## config.mk

```make
export PLATFORM = sky130hd
export DESIGN_NAME = universal_shift_reg
export DESIGN_NICKNAME = d
export VERILOG_FILES = /design/src/rtl/usr_pkg.sv /design/src/rtl/usr_shifter.sv /design/src/rtl/universal_shift_reg.sv
export SDC_FILE = /design/constraint.sdc
export NUM_CORES = 1
export LEC_CHECK = 0
export CAP_MARGIN = 10
export CORE_UTILIZATION = 28
export CTS_BUF_LIST = sky130_fd_sc_hd__clkbuf_4 sky130_fd_sc_hd__clkbuf_8
export DETAILED_ROUTE_END_ITERATION = 10
export MAX_ROUTING_LAYER = met4
export PLACE_DENSITY = 0.57
export RECOVER_POWER = 100
export SLEW_MARGIN = 0
export SYNTH_ARGS = -nofsm -noshare
export SYNTH_HDL_FRONTEND = slang
export SYNTH_SLANG_ARGS = --single-unit
```

## constraint.sdc

```tcl
create_clock -name CLK -period 2.4 [get_ports CLK]
set_input_delay 0.6 -clock CLK [delete_from_list [all_inputs] [get_ports CLK]]
set_output_delay 0.6 -clock CLK [all_outputs]
set_load 0.005 [all_outputs]
```

## src/rtl/usr_pkg.sv

```systemverilog
// Shared definitions for the universal shift register: operation codes and FSM states.
package usr_pkg;

   // Operation selected by MODE. A k-bit operation moves the register by k positions.
   typedef enum logic [2:0] {
      MODE_HOLD = 3'b000,  // no change
      MODE_SL   = 3'b001,  // shift left, vacated bits take RightIn
      MODE_SR   = 3'b010,  // shift right, vacated bits take LeftIn
      MODE_ROL  = 3'b011,  // rotate left
      MODE_ROR  = 3'b100,  // rotate right
      MODE_ASR  = 3'b101,  // arithmetic shift right, sign bit replicated
      MODE_SL0  = 3'b110,  // shift left, zero fill
      MODE_SR0  = 3'b111   // shift right, zero fill
   } mode_e;

   // Burst engine states.
   typedef enum logic {
      ST_IDLE = 1'b0,
      ST_RUN  = 1'b1
   } state_e;

endpackage

```

## src/rtl/usr_shifter.sv

```systemverilog
// Combinational k-bit shift/rotate unit. Produces the next register value for one
// operation; the fill bit is replicated into every vacated position.
module usr_shifter
   import usr_pkg::*;
#(
   parameter int DATA_WIDTH  = 8,
   parameter int SHAMT_WIDTH = $clog2(DATA_WIDTH)
) (
   input  logic [DATA_WIDTH-1:0]  q,
   input  mode_e                  mode,
   input  logic [SHAMT_WIDTH-1:0] k,
   input  logic                   left_in,
   input  logic                   right_in,
   output logic [DATA_WIDTH-1:0]  q_next
);

   localparam int W = DATA_WIDTH;

   logic [W-1:0]   lo_mask;  // the k low bits, vacated by a left shift
   logic [W-1:0]   hi_mask;  // the k high bits, vacated by a right shift
   logic [2*W-1:0] dbl_l;
   logic [2*W-1:0] dbl_r;

   // Select the operation; rotates use a doubled copy so bits wrap around naturally.
   always_comb begin
      // NOTE: q_next gets a value before the case so that no path leaves it unassigned;
      // otherwise synthesis would infer a latch to hold the old value.
      q_next  = q;
      lo_mask = ~({W{1'b1}} << k);
      hi_mask = ~({W{1'b1}} >> k);
      dbl_l   = {q, q} << k;
      dbl_r   = {q, q} >> k;
      case (mode)
         MODE_HOLD: q_next = q;
         MODE_SL:   q_next = (q << k) | (right_in ? lo_mask : '0);
         MODE_SR:   q_next = (q >> k) | (left_in ? hi_mask : '0);
         MODE_ROL:  q_next = dbl_l[2*W-1:W];
         MODE_ROR:  q_next = dbl_r[W-1:0];
         MODE_ASR:  q_next = (q >> k) | (q[W-1] ? hi_mask : '0);
         MODE_SL0:  q_next = q << k;
         MODE_SR0:  q_next = q >> k;
         default:   q_next = q;
      endcase
   end

endmodule

```

## src/rtl/universal_shift_reg.sv

```systemverilog
// Universal shift register with parallel load, single-cycle k-bit operations and a
// burst engine that applies CNT single-bit operations under a START/BUSY/DONE handshake.
// DATA_WIDTH must be at least 2.
module universal_shift_reg
   import usr_pkg::*;
#(
   parameter int  DATA_WIDTH  = 8,
   parameter int  CNT_WIDTH   = 8,
   localparam int SHAMT_WIDTH = $clog2(DATA_WIDTH)
) (
   input  logic                   CLK,
   input  logic                   RST_N,
   input  logic                   LD,
   input  logic [DATA_WIDTH-1:0]  D,
   input  logic                   EN,
   input  logic [2:0]             MODE,
   input  logic [SHAMT_WIDTH-1:0] SHAMT,
   input  logic                   LeftIn,
   input  logic                   RightIn,
   input  logic                   START,
   input  logic [CNT_WIDTH-1:0]   CNT,
   output logic [DATA_WIDTH-1:0]  Q,
   output logic                   MSB_OUT,
   output logic                   LSB_OUT,
   output logic                   BUSY,
   output logic                   DONE
);

   state_e                 state;
   logic [CNT_WIDTH-1:0]   cnt;
   mode_e                  mode_q;
   logic                   done_q;
   logic [DATA_WIDTH-1:0]  q_r;

   logic                   run;
   mode_e                  shift_mode;
   logic [SHAMT_WIDTH-1:0] shift_k;
   logic [DATA_WIDTH-1:0]  q_next;

   // A burst uses the mode captured at START and always moves one bit per edge;
   // otherwise the live MODE/SHAMT inputs drive the single-cycle EN operation.
   assign run        = (state == ST_RUN);
   assign shift_mode = run ? mode_q : mode_e'(MODE);
   assign shift_k    = run ? SHAMT_WIDTH'(1) : SHAMT;

   usr_shifter #(
      .DATA_WIDTH (DATA_WIDTH),
      .SHAMT_WIDTH(SHAMT_WIDTH)
   ) u_shifter (
      .q       (q_r),
      .mode    (shift_mode),
      .k       (shift_k),
      .left_in (LeftIn),
      .right_in(RightIn),
      .q_next  (q_next)
   );

   // Register, burst counter and FSM: LD beats a burst step, which beats START, which beats EN.
   always_ff @(posedge CLK or negedge RST_N) begin
      if (!RST_N) begin
         // NOTE: every state element updates with <= so all of them see the values from
         // before the edge; blocking assignments here would create ordering-dependent logic.
         q_r    <= '0;
         state  <= ST_IDLE;
         cnt    <= '0;
         mode_q <= MODE_HOLD;
         done_q <= 1'b0;
      end else if (LD) begin
         // Load aborts any burst silently.
         q_r    <= D;
         state  <= ST_IDLE;
         cnt    <= '0;
         done_q <= 1'b0;
      end else if (run) begin
         q_r <= q_next;
         cnt <= cnt - CNT_WIDTH'(1);
         if (cnt == CNT_WIDTH'(1)) begin
            state  <= ST_IDLE;
            done_q <= 1'b1;
         end else begin
            done_q <= 1'b0;
         end
      end else begin
         done_q <= 1'b0;
         if (START) begin
            if (CNT != '0) begin
               mode_q <= mode_e'(MODE);
               cnt    <= CNT;
               state  <= ST_RUN;
            end else begin
               // Empty burst: report completion straight away.
               done_q <= 1'b1;
            end
         end else if (EN) begin
            q_r <= q_next;
         end
      end
   end

   assign Q       = q_r;
   assign MSB_OUT = q_r[DATA_WIDTH-1];
   assign LSB_OUT = q_r[0];
   assign BUSY    = run;
   assign DONE    = done_q;

endmodule

```

==> qor.txt <==
OUTCOME
-------------------------------------------------------------------------------------------
Result of the run                                                              complete, no violations

CRITICAL PATH
-------------------------------------------------------------------------------------------
Required time reported for the critical path endpoint                               1.80 ns
Endpoint arrival time on the critical path                                          1.72 ns
Crit Path Max Fanout                                                                     22
Depth of the worst register-to-register path                                              7
Critical path start-end classification                                           reg -> out
Cells traversed along the worst timing path                                    buf_2 -> clkdlybuf4s50_1
Origin of the worst setup path                                                 BUSY$_DFF_PN0_
Number of cells on the critical path                                                      2
Slack of the worst reg-to-reg path                                                  0.18 ns
Delay of the slowest cell on the worst path                                         0.59 ns
Startpoint of the lowest-slack register-to-register path                       BUSY$_DFF_PN0_
CP bufs+invs                                                                              2
Family with the most delay on the worst path                                   buffers and inverters
Endpoint of the most critical register-to-register path                        Q[2]$_DFFE_PN0P_
Crit path to                                                                           BUSY
Slowest CP cell                                                                sky130_fd_sc_hd__clkdlybuf4s50_1
Startpoint types                                                                   register
Worst setup EP type                                                             output port

GLOBAL ROUTE
-------------------------------------------------------------------------------------------
First-pass GRT wire length                                                          16.3 mm
Total Routing Usage GR                                                                21.6%
Maximum number of pins on one net before global-route repair                             25
Global route total overflow                                                               0
Number of antenna violations at the first check in global routing                         0
Vias in the first global route                                                        2,958

FLOORPLANNING
-------------------------------------------------------------------------------------------
Row cnt                                                                                  35
Core area                                                                        9330 sq um
Starting utilization of the core area                                                 29.1%
Ports                                                                                    41
Vertical extent of the die                                                      100 microns
Floorplan die area                                                             10,100 sq um
Chip width                                                                      100 microns

DRT
-------------------------------------------------------------------------------------------
Vias after detailed routing                                                           3,051
Uppermost signal routing layer after detailed routing                                  met4
Detailed-route wire length on metal 1                                               4.45 mm
# DRC                                                                                     0
Vias/cell                                                                              5.79
Post-route antenna net violation count                                                    0
1st-pass router iterations                                                                5
Wirelength, routed                                                                  10.2 mm
Number of design-rule violations left by the first detailed-router iteration            220
Routed length on met2                                                               4.88 mm
WL/cell                                                                        19.4 microns
Detailed-routed wire length on met3                                             586 microns

SYNTHESIS
-------------------------------------------------------------------------------------------
Fraction of the yosys area taken by sequential cells                                  19.4%
Syn. warnings                                                                             0
Post-Syn Nets                                                                           351
Post-synth ARST share                                                                  100%
Primary flip-flop cell chosen by synthesis mapping                             sky130_fd_sc_hd__dfrtp_1
Count of state elements after synthesis                                                  21
Number of standard cells after synthesis                                                320
Mapped Avg Cell Area                                                             8.47 sq um
Count of distinct cell types in the synthesized netlist                                  65
Area of the mapped netlist                                                       2710 sq um
Number of enable flip-flop cells after synthesis                                          0

TIMING
-------------------------------------------------------------------------------------------
Fin. Hold Viols                                                                           0
Crit path time final                                                                2.32 ns
Post-route clock skew                                                            0.00756 ns
Max Fclk                                                                            431 MHz
RSZ-0062 raised after global routing                                                  false
Transition time at the pin with the least slew margin                               1.28 ns
Final-report setup violation count                                                        0
Final TNS setup                                                                        0 ns
Count of pins over their slew limit                                                       0
Portion of the clock cycle consumed by the worst path in the final layout             96.8%
Relative slew slack                                                                   14.4%

PLACEMENT
-------------------------------------------------------------------------------------------
Placed Instance Area                                                             3630 sq um
Half-perimeter wire length after placement                                          7.58 mm
RePlAce Congestion                                                                    0.950
Placed cell count                                                                       523
Port Buf Inserts                                                                         40

FINAL LAYOUT
-------------------------------------------------------------------------------------------
Total area of multi-input combinational cells                                    2020 sq um
Area growth syn-to-layout                                                             36.9%
Fill cell instance count of the final layout                                            963
Fraction of final layout cells sized beyond drive strength 1                          29.4%
Non-filler instance count after layout                                                  527
Count of inserted antenna diode cells                                                     0
Net count reported at finish                                                            430
FF+latch area                                                                     528 sq um
Final std cell area, no fill                                                     3710 sq um

CLOCKING
-------------------------------------------------------------------------------------------
Later-pin clock latency in the skew report                                          0.28 ns
Clk root buf                                                                   sky130_fd_sc_hd__clkbuf_8
Setup Fix Bufs, Post-CTS                                                                  0
Max Root-Sink Buffers                                                                     2
Num Clock Sinks                                                                          21
CTS H-tree depth                                                                          1
CTS buffer count                                                                          3
Clock-pin slew on the worst setup and hold paths                                    0.09 ns
Clock tree from TritonCTS                                                              done

JOB
-------------------------------------------------------------------------------------------
Reported max-cap violation count                                                          0

HOLD PATH
-------------------------------------------------------------------------------------------
Class of the tightest hold or removal check                                      reg -> reg

PWR
-------------------------------------------------------------------------------------------
Worst vdd ir                                                                     0.000203 V
Leakage power total                                                                 1.42 nW
Power density relative to cell area                                             489 nW/um^2

==> logic make-up (layout without fill, tap and decap cells) <==
logic type               after synthesis  count (layout)  share of synthesized area (%)
AO/OA/AOI/OAI                        121             121                           32.7
AND/OR/NAND/NOR                       94              94                           18.6
buffers and inverters                 42             120                           7.43
multiplexers                          34              34                           19.1
flip-flops                            21              21                           19.4
XOR/XNOR                               6               6                           1.94
adder cells (fa/ha/maj)                2               2                          0.923
==> where the power goes <==
part           switching, mW  internal [mW]
clock network          0.151          0.118
logic                  0.458          0.532
registers              0.155          0.401
total                  0.764           1.05
==> synthesized netlist by cell type, drive strengths merged, types with 7 or more instances <==
| cell | instances | area, sq um |
|---|---|---|
| inv | 7 | 26.3 |
| nand2 | 20 | 75.1 |
| a21oi | 19 | 95.1 |
| buf | 20 | 119 |
| o22ai | 9 | 56.3 |
| mux2i | 10 | 100 |
| dfrtp | 21 | 526 |
| mux4 | 13 | 293 |
| o21ai | 18 | 93.8 |
| and2 | 7 | 43.8 |
| nor2 | 23 | 93.8 |
| a211oi | 19 | 143 |
| nor2b | 8 | 50.1 |
| clkbuf | 15 | 56.3 |
| mux2 | 11 | 124 |
==> worst register-to-register path, cell delays in order (launching register included) <==
cell and delay [ns]:
sky130_fd_sc_hd__dfrtp_2 0.47, sky130_fd_sc_hd__buf_12 0.20, sky130_fd_sc_hd__nand2b_1 0.24, sky130_fd_sc_hd__mux4_2 0.55, sky130_fd_sc_hd__buf_4 0.15, sky130_fd_sc_hd__o211ai_1 0.23
sky130_fd_sc_hd__o2111a_1 0.22, sky130_fd_sc_hd__o21ai_1 0.05
==> area by class of cell <==
cell class              instances  area share, %
repair buffers                109           25.1
clock buffers                   3           1.11
multi-input cells             257           54.3
flip-flops and latches         21           14.2
clock inverters                 1          0.202
inverters                       7          0.708
well taps                     129           4.35
==> placed cells by master (no fill, tap or decap), drive strengths merged, types with 6 or more instances in the layout <==
cell type,instances
nand3,6
dlygate4sd3,12
nand2,20
mux4,13
mux2,11
nor3,6
buf,65
dfrtp,21
o22ai,9
o21ai,18
nor2b,8
and2,7
a31oi,6
mux2i,10
a21oi,19
inv,7
clkdlybuf4s50,26
nor2,23
a211oi,19
clkbuf,7
==> repair_timing <==
item	4_1_cts	5_1_grt
hold endpoints to repair	0	0
pin swaps	0	1
setup endpoints to repair	3	9
gates resized for setup	2	11
hold buffers	0	0
==> per-layer routing <==
| layer | vias to the layer above | global-route usage (%) |
|---|---|---|
| met1 | 1475 | 28.4 |
| met4 | 0 | 7.25 |
| li1 | 1406 | - |
| met3 | 22 | 2.44 |
| met5 | - | - |
| met2 | 148 | 34.5 |
==> registers in the layout, summed over array words and instances (netlist names) <==
signal and flops:
BUSY 1, DONE 1, mode_q 3, Q 8, cnt 8
==> how the worst min path moves through the flow <==
stage / startpoint / to / slack, ns / cells past startpoint
final: mode_q[0]$_DFFE_PN0P_ / mode_q[0]$_DFFE_PN0P_ / 0.59 / 1
after global routing: mode_q[0]$_DFFE_PN0P_ / mode_q[0]$_DFFE_PN0P_ / 0.63 / 1
after CTS: mode_q[0]$_DFFE_PN0P_ / mode_q[0]$_DFFE_PN0P_ / 0.57 / 1
after detailed placement: mode_q[0]$_DFFE_PN0P_ / mode_q[0]$_DFFE_PN0P_ / 0.55 / 1
after global placement: mode_q[0]$_DFFE_PN0P_ / mode_q[0]$_DFFE_PN0P_ / 0.55 / 1
after floorplan: RST_N / BUSY$_DFF_PN0_ / 0.30 / 0
==> per-stage QoR <==
step | setup WS, ns | util (%) | hold slack [ns] | power (mW)
2_1_floorplan | 0.148 | - | 0.304 | 1.09
3_3_place_gp | -0.330 | 38.9 | 0.545 | 1.53
3_5_place_dp | -0.338 | 38.9 | 0.546 | 1.53
4_1_cts | 0.0173 | 39.5 | 0.567 | 1.80
5_1_grt | 0.000282 | 39.8 | 0.635 | 1.91
6_report | 0.0780 | 39.8 | 0.591 | 1.82
Note: power is estimated with default switching activity, not from simulation.
